$ cat src/rtl/ts_stub_wr_pkg.sv
// Shared track-stub memory constants and FSM encoding,
// used by both the write and read sides.
package ts_stub_wr_pkg;

  localparam int CROSS_NUM_BUF_ADR_BITS = 4;
  localparam int STUB_ADR_BITS = 10;
  localparam int STUB_BITS = 32;

  typedef enum logic [1:0] {
    ST_IDLE  = 2'd0,
    ST_WRITE = 2'd1,
    ST_CLOSE = 2'd2
  } wr_state_e;

endpackage

$ cat src/rtl/ts_stub_wr_adr_cntr.sv
// Region address counter {cn, index} plus saturating stub count.
// TS_STUB_WR_SAT_EN: stop at a full region and flag the drop.
module ts_stub_wr_adr_cntr
  import ts_stub_wr_pkg::*;
#(
  parameter int CN_BITS = CROSS_NUM_BUF_ADR_BITS,
  parameter int LOW = STUB_ADR_BITS - CROSS_NUM_BUF_ADR_BITS
) (
  input  logic               clk,
  input  logic               rst,
  input  logic               load_i,
  input  logic [CN_BITS-1:0] cn_i,
  input  logic               inc_i,
  output logic [CN_BITS+LOW-1:0] adr_o,
  output logic [LOW:0]       cnt_o,
  output logic               wr_o,
  output logic               ovf_o
);

  localparam logic [LOW:0] FULL = {1'b1, {LOW{1'b0}}};

  logic [CN_BITS-1:0] cn_q, cn_d;
  logic [LOW-1:0]     idx_q, idx_d;
  logic [LOW:0]       cnt_q, cnt_d;
  logic               full;

  assign full  = (cnt_q == FULL);
  assign adr_o = {cn_q, idx_q};
  assign cnt_o = cnt_q;

`ifdef TS_STUB_WR_SAT_EN
  logic ovf_q;

  assign wr_o  = inc_i & ~full;
  assign ovf_o = ovf_q;

  always_ff @(posedge clk or posedge rst) begin
    if (rst) begin
      ovf_q <= 1'b0;
    end else if (load_i) begin
      ovf_q <= 1'b0;
    end else if (inc_i && full) begin
      ovf_q <= 1'b1;
    end
  end
`else
  // Index wraps, so excess stubs overwrite from the region base.
  assign wr_o  = inc_i;
  assign ovf_o = 1'b0;
`endif

  always_comb begin
    cn_d  = cn_q;
    idx_d = idx_q;
    cnt_d = cnt_q;
    if (load_i) begin
      cn_d  = cn_i;
      idx_d = '0;
      cnt_d = '0;
    end else if (inc_i) begin
      if (wr_o) idx_d = idx_q + 1'b1;
      if (!full) cnt_d = cnt_q + 1'b1;
    end
  end

  always_ff @(posedge clk or posedge rst) begin
    if (rst) begin
      cn_q  <= '0;
      idx_q <= '0;
      cnt_q <= '0;
    end else begin
      cn_q  <= cn_d;
      idx_q <= idx_d;
      cnt_q <= cnt_d;
    end
  end

endmodule

$ cat src/rtl/ts_stub_wr_ctrl.sv
// Track-stub memory write controller: framing FSM, registered
// write port, close report and sticky protocol error.
module ts_stub_wr_ctrl
  import ts_stub_wr_pkg::*;
#(
  parameter int CN_BITS   = ts_stub_wr_pkg::CROSS_NUM_BUF_ADR_BITS,
  parameter int ADR_BITS  = ts_stub_wr_pkg::STUB_ADR_BITS,
  parameter int STUB_BITS = ts_stub_wr_pkg::STUB_BITS,
  localparam int LOW = ADR_BITS - CN_BITS
) (
  input  logic                 clk,
  input  logic                 rst,
  input  logic                 bx_start,
  input  logic [CN_BITS-1:0]   cross_num,
  input  logic                 stub_vld,
  input  logic [STUB_BITS-1:0] stub_data,
  input  logic                 bx_end,
  output logic                 mem_we,
  output logic [ADR_BITS-1:0]  mem_adr,
  output logic [STUB_BITS-1:0] mem_din,
  output logic                 busy,
  output logic                 done,
  output logic [CN_BITS-1:0]   done_cross_num,
  output logic [LOW:0]         done_cnt,
  output logic                 ovf,
  output logic                 err
);

  wr_state_e state_q, state_d;
  logic load, inc, err_set;
  logic [ADR_BITS-1:0] c_adr;
  logic [LOW:0] c_cnt;
  logic c_wr, c_ovf;

  ts_stub_wr_adr_cntr #(
    .CN_BITS(CN_BITS),
    .LOW(LOW)
  ) u_cntr (
    .clk(clk),
    .rst(rst),
    .load_i(load),
    .cn_i(cross_num),
    .inc_i(inc),
    .adr_o(c_adr),
    .cnt_o(c_cnt),
    .wr_o(c_wr),
    .ovf_o(c_ovf)
  );

  always_comb begin
    state_d = state_q;
    load    = 1'b0;
    inc     = 1'b0;
    err_set = 1'b0;
    unique case (state_q)
      ST_IDLE: begin
        err_set = stub_vld;
        if (bx_start) begin
          load    = 1'b1;
          state_d = ST_WRITE;
        end
      end
      ST_WRITE: begin
        inc     = stub_vld;
        err_set = bx_start;
        if (bx_end) state_d = ST_CLOSE;
      end
      ST_CLOSE: begin
        err_set = stub_vld | bx_start;
        state_d = ST_IDLE;
      end
      default: state_d = ST_IDLE;
    endcase
  end

  assign busy = (state_q != ST_IDLE);

  always_ff @(posedge clk or posedge rst) begin
    if (rst) begin
      state_q        <= ST_IDLE;
      mem_we         <= 1'b0;
      mem_adr        <= '0;
      mem_din        <= '0;
      done           <= 1'b0;
      done_cross_num <= '0;
      done_cnt       <= '0;
      ovf            <= 1'b0;
      err            <= 1'b0;
    end else begin
      state_q <= state_d;
      mem_we  <= c_wr;
      mem_adr <= c_adr;
      mem_din <= stub_data;
      done    <= (state_q == ST_CLOSE);
      err     <= err | err_set;
      // Report fields hold between closes.
      if (state_q == ST_CLOSE) begin
        done_cross_num <= c_adr[ADR_BITS-1 -: CN_BITS];
        done_cnt       <= c_cnt;
        ovf            <= c_ovf;
      end
    end
  end

endmodule

$ cat config.mk
export PLATFORM = sky130hd
export DESIGN_NAME = ts_stub_wr_ctrl
export DESIGN_NICKNAME = d
export VERILOG_FILES = /design/src/rtl/ts_stub_wr_pkg.sv /design/src/rtl/ts_stub_wr_adr_cntr.sv /design/src/rtl/ts_stub_wr_ctrl.sv
export SDC_FILE = /design/constraint.sdc
export NUM_CORES = 1
export LEC_CHECK = 0
export CORE_ASPECT_RATIO = 1.25
export CORE_UTILIZATION = 43
export DETAILED_ROUTE_END_ITERATION = 8
export PLACE_DENSITY = 0.84
export SYNTH_ARGS = -nofsm -noshare
export SYNTH_HDL_FRONTEND = slang
export SYNTH_SLANG_ARGS = --single-unit
$ cat constraint.sdc
create_clock -name clk -period 3.2 [get_ports clk]
set_clock_uncertainty 0.2 [all_clocks]
set_input_delay 0.96 -clock clk [delete_from_list [all_inputs] [get_ports clk]]
set_output_delay 0.96 -clock clk [all_outputs]
set_load 0.005 [all_outputs]
Word level (Yosys, flattened, before mapping)
Index checks and enable logic that the tools add are counted.
{ "classes": {"addsub": 2, "eq_ne": 6, "mux": 12, "n_bitwise": 2, "n_reduce_logical": 5} }
{ "op_table": {"columns": ["op", "n"], "rows": [
  ["$mux W7", 3],
  ["$mux W6", 2],
  ["$add A7 B1 Y7 const B", 1],
  ["$eq A7 B7 Y1 const B", 1],
  ["$add A6 B1 Y6 const B", 1],
  ["$ne A2 B2 Y1 const B", 3],
  ["$mux W2", 2],
  ["$pmux W2 S2", 1],
  ["$reduce_and A2 Y1", 2],
  ["$reduce_bool A2 Y1", 2],
  ["$mux W1", 3],
  ["$pmux W1 S3", 1],
  ["$eq A2 B1 Y1 const B", 1],
  ["$eq A2 B2 Y1 const B", 1],
  ["$logic_not A2 Y1", 1],
  ["$or A1 B1 Y1", 2]
]} }
{ "word_totals": {"regBits": 75, "in_bits": 41, "out_inout_bits": 58, "elab_cells": 38} }

Depth between registers and ports, before layout
{ "logic_depth": {"ltp_word": 4, "mapped_depth": 5, "depth_no_buf": 5} }

Cells and area by module
A second synthesis with hierarchy kept.
{ "unflattened": {"hier_cells": 169, "hier_area_um2": 2628.8} }
{ "modules_own_cells": {"columns": ["mod", "n_inst", "cells_each", "area_each_um2", "seq_area_each_um2"], "rows": [
  ["ts_stub_wr_ctrl", 1, 86, 1756.7, 1476.4],
  ["ts_stub_wr_adr_cntr", 1, 83, 872.1, 425.4]
]} }

Least setup slack after synthesis
No wires, ideal clock.
{ "synth_path": {"path_type": "in2reg", "startpoint": "input bx_start", "endpoint": "register u_cntr.cnt_q[2] (netlist: u_cntr.cnt_o[2])", "setup_ns": 0.130, "arrival_time_ns": 1.663, "required_ns": 2.870, "path_slack_ns": 1.207, "stages": 4, "path_buffers": 1, "path_cell_list": "or3b_1 > buf_2 > o211ai_1 > o21ai_0"} }
{ "synth_via": {"elab_chain_cells": 4, "elab_cells_between_ends": 6, "cone_classes": "1 x eq/ne; 3 x mux; 2 x reduce/logical"} }
{ "synth_rtl": {"columns": ["item", "line", "text"], "rows": [
  ["start, declared", "ts_stub_wr_ctrl.sv:13", "input logic bx_start,"],
  ["$mux W1 (*)", "ts_stub_wr_ctrl.sv:58", "if (bx_start) begin"],
  ["$mux W1 (*)", "ts_stub_wr_ctrl.sv:55", "unique case (state_q)"],
  ["$ne A2 B2 Y1 (no source line) / $reduce_bool A2 Y1 (equally long branches)", null, null],
  ["$reduce_and A2 Y1 (no source line)", null, null],
  ["end signal, assigned", "ts_stub_wr_adr_cntr.sv:74", "cnt_q <= cnt_d;"],
  ["end, declared", "ts_stub_wr_adr_cntr.sv:24", "logic [LOW:0] cnt_q, cnt_d;"]
]} }
Mark *: on every way between the ends. The rest lies on a longest branch, timed or not.
A chain may end at the register's enable or synchronous reset.

Final worst setup path
{ "layout_path": {"startpoint": "register state_q[0]", "endpoint": "output busy"} }
{ "layout_via": {"elab_chain_cells": 1} }
{ "layout_rtl": {"columns": ["item", "line", "text"], "rows": [
  ["start, declared", "ts_stub_wr_ctrl.sv:29", "wr_state_e state_q, state_d;"],
  ["start signal, assigned", "ts_stub_wr_ctrl.sv:90", "state_q <= state_d;"],
  ["$reduce_bool A2 Y1", "ts_stub_wr_ctrl.sv:76", "assign busy = (state_q != ST_IDLE);"],
  ["end, declared", "ts_stub_wr_ctrl.sv:21", "output logic busy,"]
]} }
No other way between the ends.

==> results.toml <==
[run_status]
outcome = "complete, but fails checks"
violations = "design-rule violations"

[yosys]
yosysWarnings = 0
synth_area_mm2 = 0.00252
yosysTopAreaCellShare_pct = 74.4
synth-edff-count = 0
postSynth.asyncResetShare_pct = 100
ys_types = 33
synth-seq-cells = 75
ys_top_cells_by_count = "75 x dfrtp_1, 22 x nand2_1, 9 x mux2_2"
synth_top_cell_by_area = "dfrtp_1"
synth_area_leaders = "dfrtp_1 74%, mux2_2 4.0%, nand2_1 3.3%, mux2i_1 2.0%, ha_1 1.5%"
syn_avg_cell_area_um2 = 14.8
synthFlopType = "dfrtp_1"
netlist_instances = 171
yosysMostFrequentCell = "dfrtp_1"
yosysSeqAreaShare_pct = 74.4
syn_nets = 215

[floorplanning]
dieWidth_um = 70.5
num_io_pins = 99
coreArea_mm2 = 0.00556
die_h_um = 87.7
floorplan.initialDensity_pct = 45.4
die_area_mm2 = 0.00618
row_count = 30

[clocking]
ctsHoldBuffers = 0
clock_sinks = 75
cts-buffers-inserted = 9
cts-resized-gates = 0
post-cts-setup-buffer-count = 0
clk_pin_slew_ns = 0.08
clock-root-buffer = "clkbuf_8"
clk_latency_ns = 0.33
cts_tree = "yes"
htreeDepth = 3
clockBufferDepth = 2

[flow_run]
max-cap-violations = 0

[critical_path]
crit_buf_inv = 1
worstSetupStartpoint = "state_q[0]"
path_cells = "or2_2 > clkdlybuf4s50_1"
worstSetupStartpointType = "flip-flop"
worstRegToRegCells = 3
r2r-start = "u_cntr.cnt_o[2]"
r2r_end = "u_cntr.cnt_o[1]"
path_class = "flip-flop to output port"
regToRegSetupSlack_ns = 1.37
critPathTopFamily = "flip-flops"
end_kind = "output port"
cp.arrival_ns = 1.61
worstPathRequired_ns = 2.04
cp_slowest_cell = "dfrtp_1"
cpPeakStageDelay_ns = 0.51
critical_path.max_fanout = 10

[route]
via_per_inst = 4.86
ant_nets = 0
drtIter0Drc = 73
drt-wirelength-per-cell_um = 15.0
vias = 1691
drc = 30
routed_wl_mm = 5.23
drt-pass1-iter-count = 7

[placed_design]
place_area_mm2 = 0.00359
dp_hpwl_mm = 3.82
port_buffers = 97
gp_congestion = 0.763

[global_routing]
grt_pass1_vias = 1667
grt_pass1_wl_mm = 8.40
grt-ovfl-total = 0
grt_use_total_pct = 18.1
antenna_found_initial = 0
grt_max_degree = 39

[cells_and_area]
finalInstanceArea_mm2 = 0.00380
syn_to_final_growth_pct = 50.5
nets = 323
post-route-util_pct = 68.4
fill_cells = 396
register_area_mm2 = 0.00188
drive_gt1_share_pct = 13.4
diodes = 0
multi_input_area_um2 = 586

[timing]
worstMarginPinSlew_ns = 0.527
setup_viol = 0
rsz0062_at_grt = "false"
final-hold-violation-count = 0
finalCritPeriodShare_pct = 86.7
tns_ns = 0
slew_headroom_pct = 64.8
maxSlewViolCount = 0
fin_crit_ns = 2.77
fmax_ghz = 0.361

[worst_hold_path]
hold_depth = 0
hold_class = "flip-flop to flip-flop"
min_to = "mem_adr[7]"
hp-start = "u_cntr.cn_q[1]"

[power]
peakVddDrop_mv = 0.412
leakagePower_uw = 0.00171
p_per_area_mw_per_mm2 = 612
==> report_power, final <==
part | leakage, uW | switching, uW | internal [uW]
registers | 0.000937 | 93.4 | 1080
logic | 0.000673 | 159 | 282
clock network | 0.000102 | 334 | 381
total | 0.00171 | 586 | 1740
==> placed cells by master, fill, tap and decap left out, types with 2 or more instances in the layout <==
master and count:
a21oi_1 4, buf_4 4, clkbuf_8 10, clkdlybuf4s50_1 97, clkinv_2 3, clkinv_4 2, dfrtp_1 75, ha_1 3
inv_1 6, mux2_1 2, mux2_2 9, mux2i_1 5, nand2_1 22, nand3_1 4, nand4_1 2, nor2_1 4
o211ai_1 4, o21ai_0 5, or3_1 3
==> flip-flops by register name, indices dropped and copies added, names as in the netlist <==
register,count
done,1
mem_we,1
err,1
done_cross_num,4
done_cnt,7
state_q,2
mem_adr,10
u_cntr.idx_q,6
u_cntr.cn_q,4
mem_din,32
u_cntr.cnt_o,7
==> cell type report <==
type                       count  share of cell area (%)
inverter                       8                   0.824
multi-input combinational     83                    15.4
sequential                    75                    49.4
clock buffer                  10                    3.62
clock inverter                 6                    1.71
timing repair buffer         102                    26.9
tap                           64                    2.11
==> metal layers <==
metal	share of wire (%)	vias up	global-route usage, %
met3	9.8	7	4.26
met2	47	82	29.3
met4	1.4	0	9.09
met1	42	812	23.0
li1	-	790	-
met5	0	-	0
==> worst register-to-register path, cell delays in order, from the launching register on <==
cell and delay [ns]:
dfrtp_1 0.45, or4_4 0.58, o21ai_4 0.17, mux2_4 0.31
==> cells by family (layout without fill, tap and decap cells) <==
logic type | after synthesis | count (layout) | share of synthesized area [%]
simple gates | 45 | 45 | 9.57
buf+inv | 13 | 126 | 2.43
flops | 75 | 75 | 74.4
fa+ha+maj | 3 | 3 | 1.49
mux | 17 | 17 | 7.49
compound gates | 16 | 16 | 4.16
other cells | 1 | 1 | 0.149
xor+xnor | 1 | 1 | 0.347
==> worst max-delay path by stage <==
stage,endpoint,depth (start not counted)
finish,busy,2
global route,busy,2
CTS,busy,2
detailed placement,u_cntr.idx_q[4],4
global placement,u_cntr.cnt_o[2],4
floorplan,done,1
==> stage by stage <==
step                std cells  hold WS (ns)  worst slack (ns)  power (uW)
global placement          332         0.184             0.574        1610
floorplan                 171         0.167             0.130        1330
detailed placement        332         0.189             0.517        1630
CTS                       348         0.206             0.398        2350
global route              348         0.226             0.344        2440
finish                    348         0.203             0.427        2320
Power figures use the tool's default switching activity.
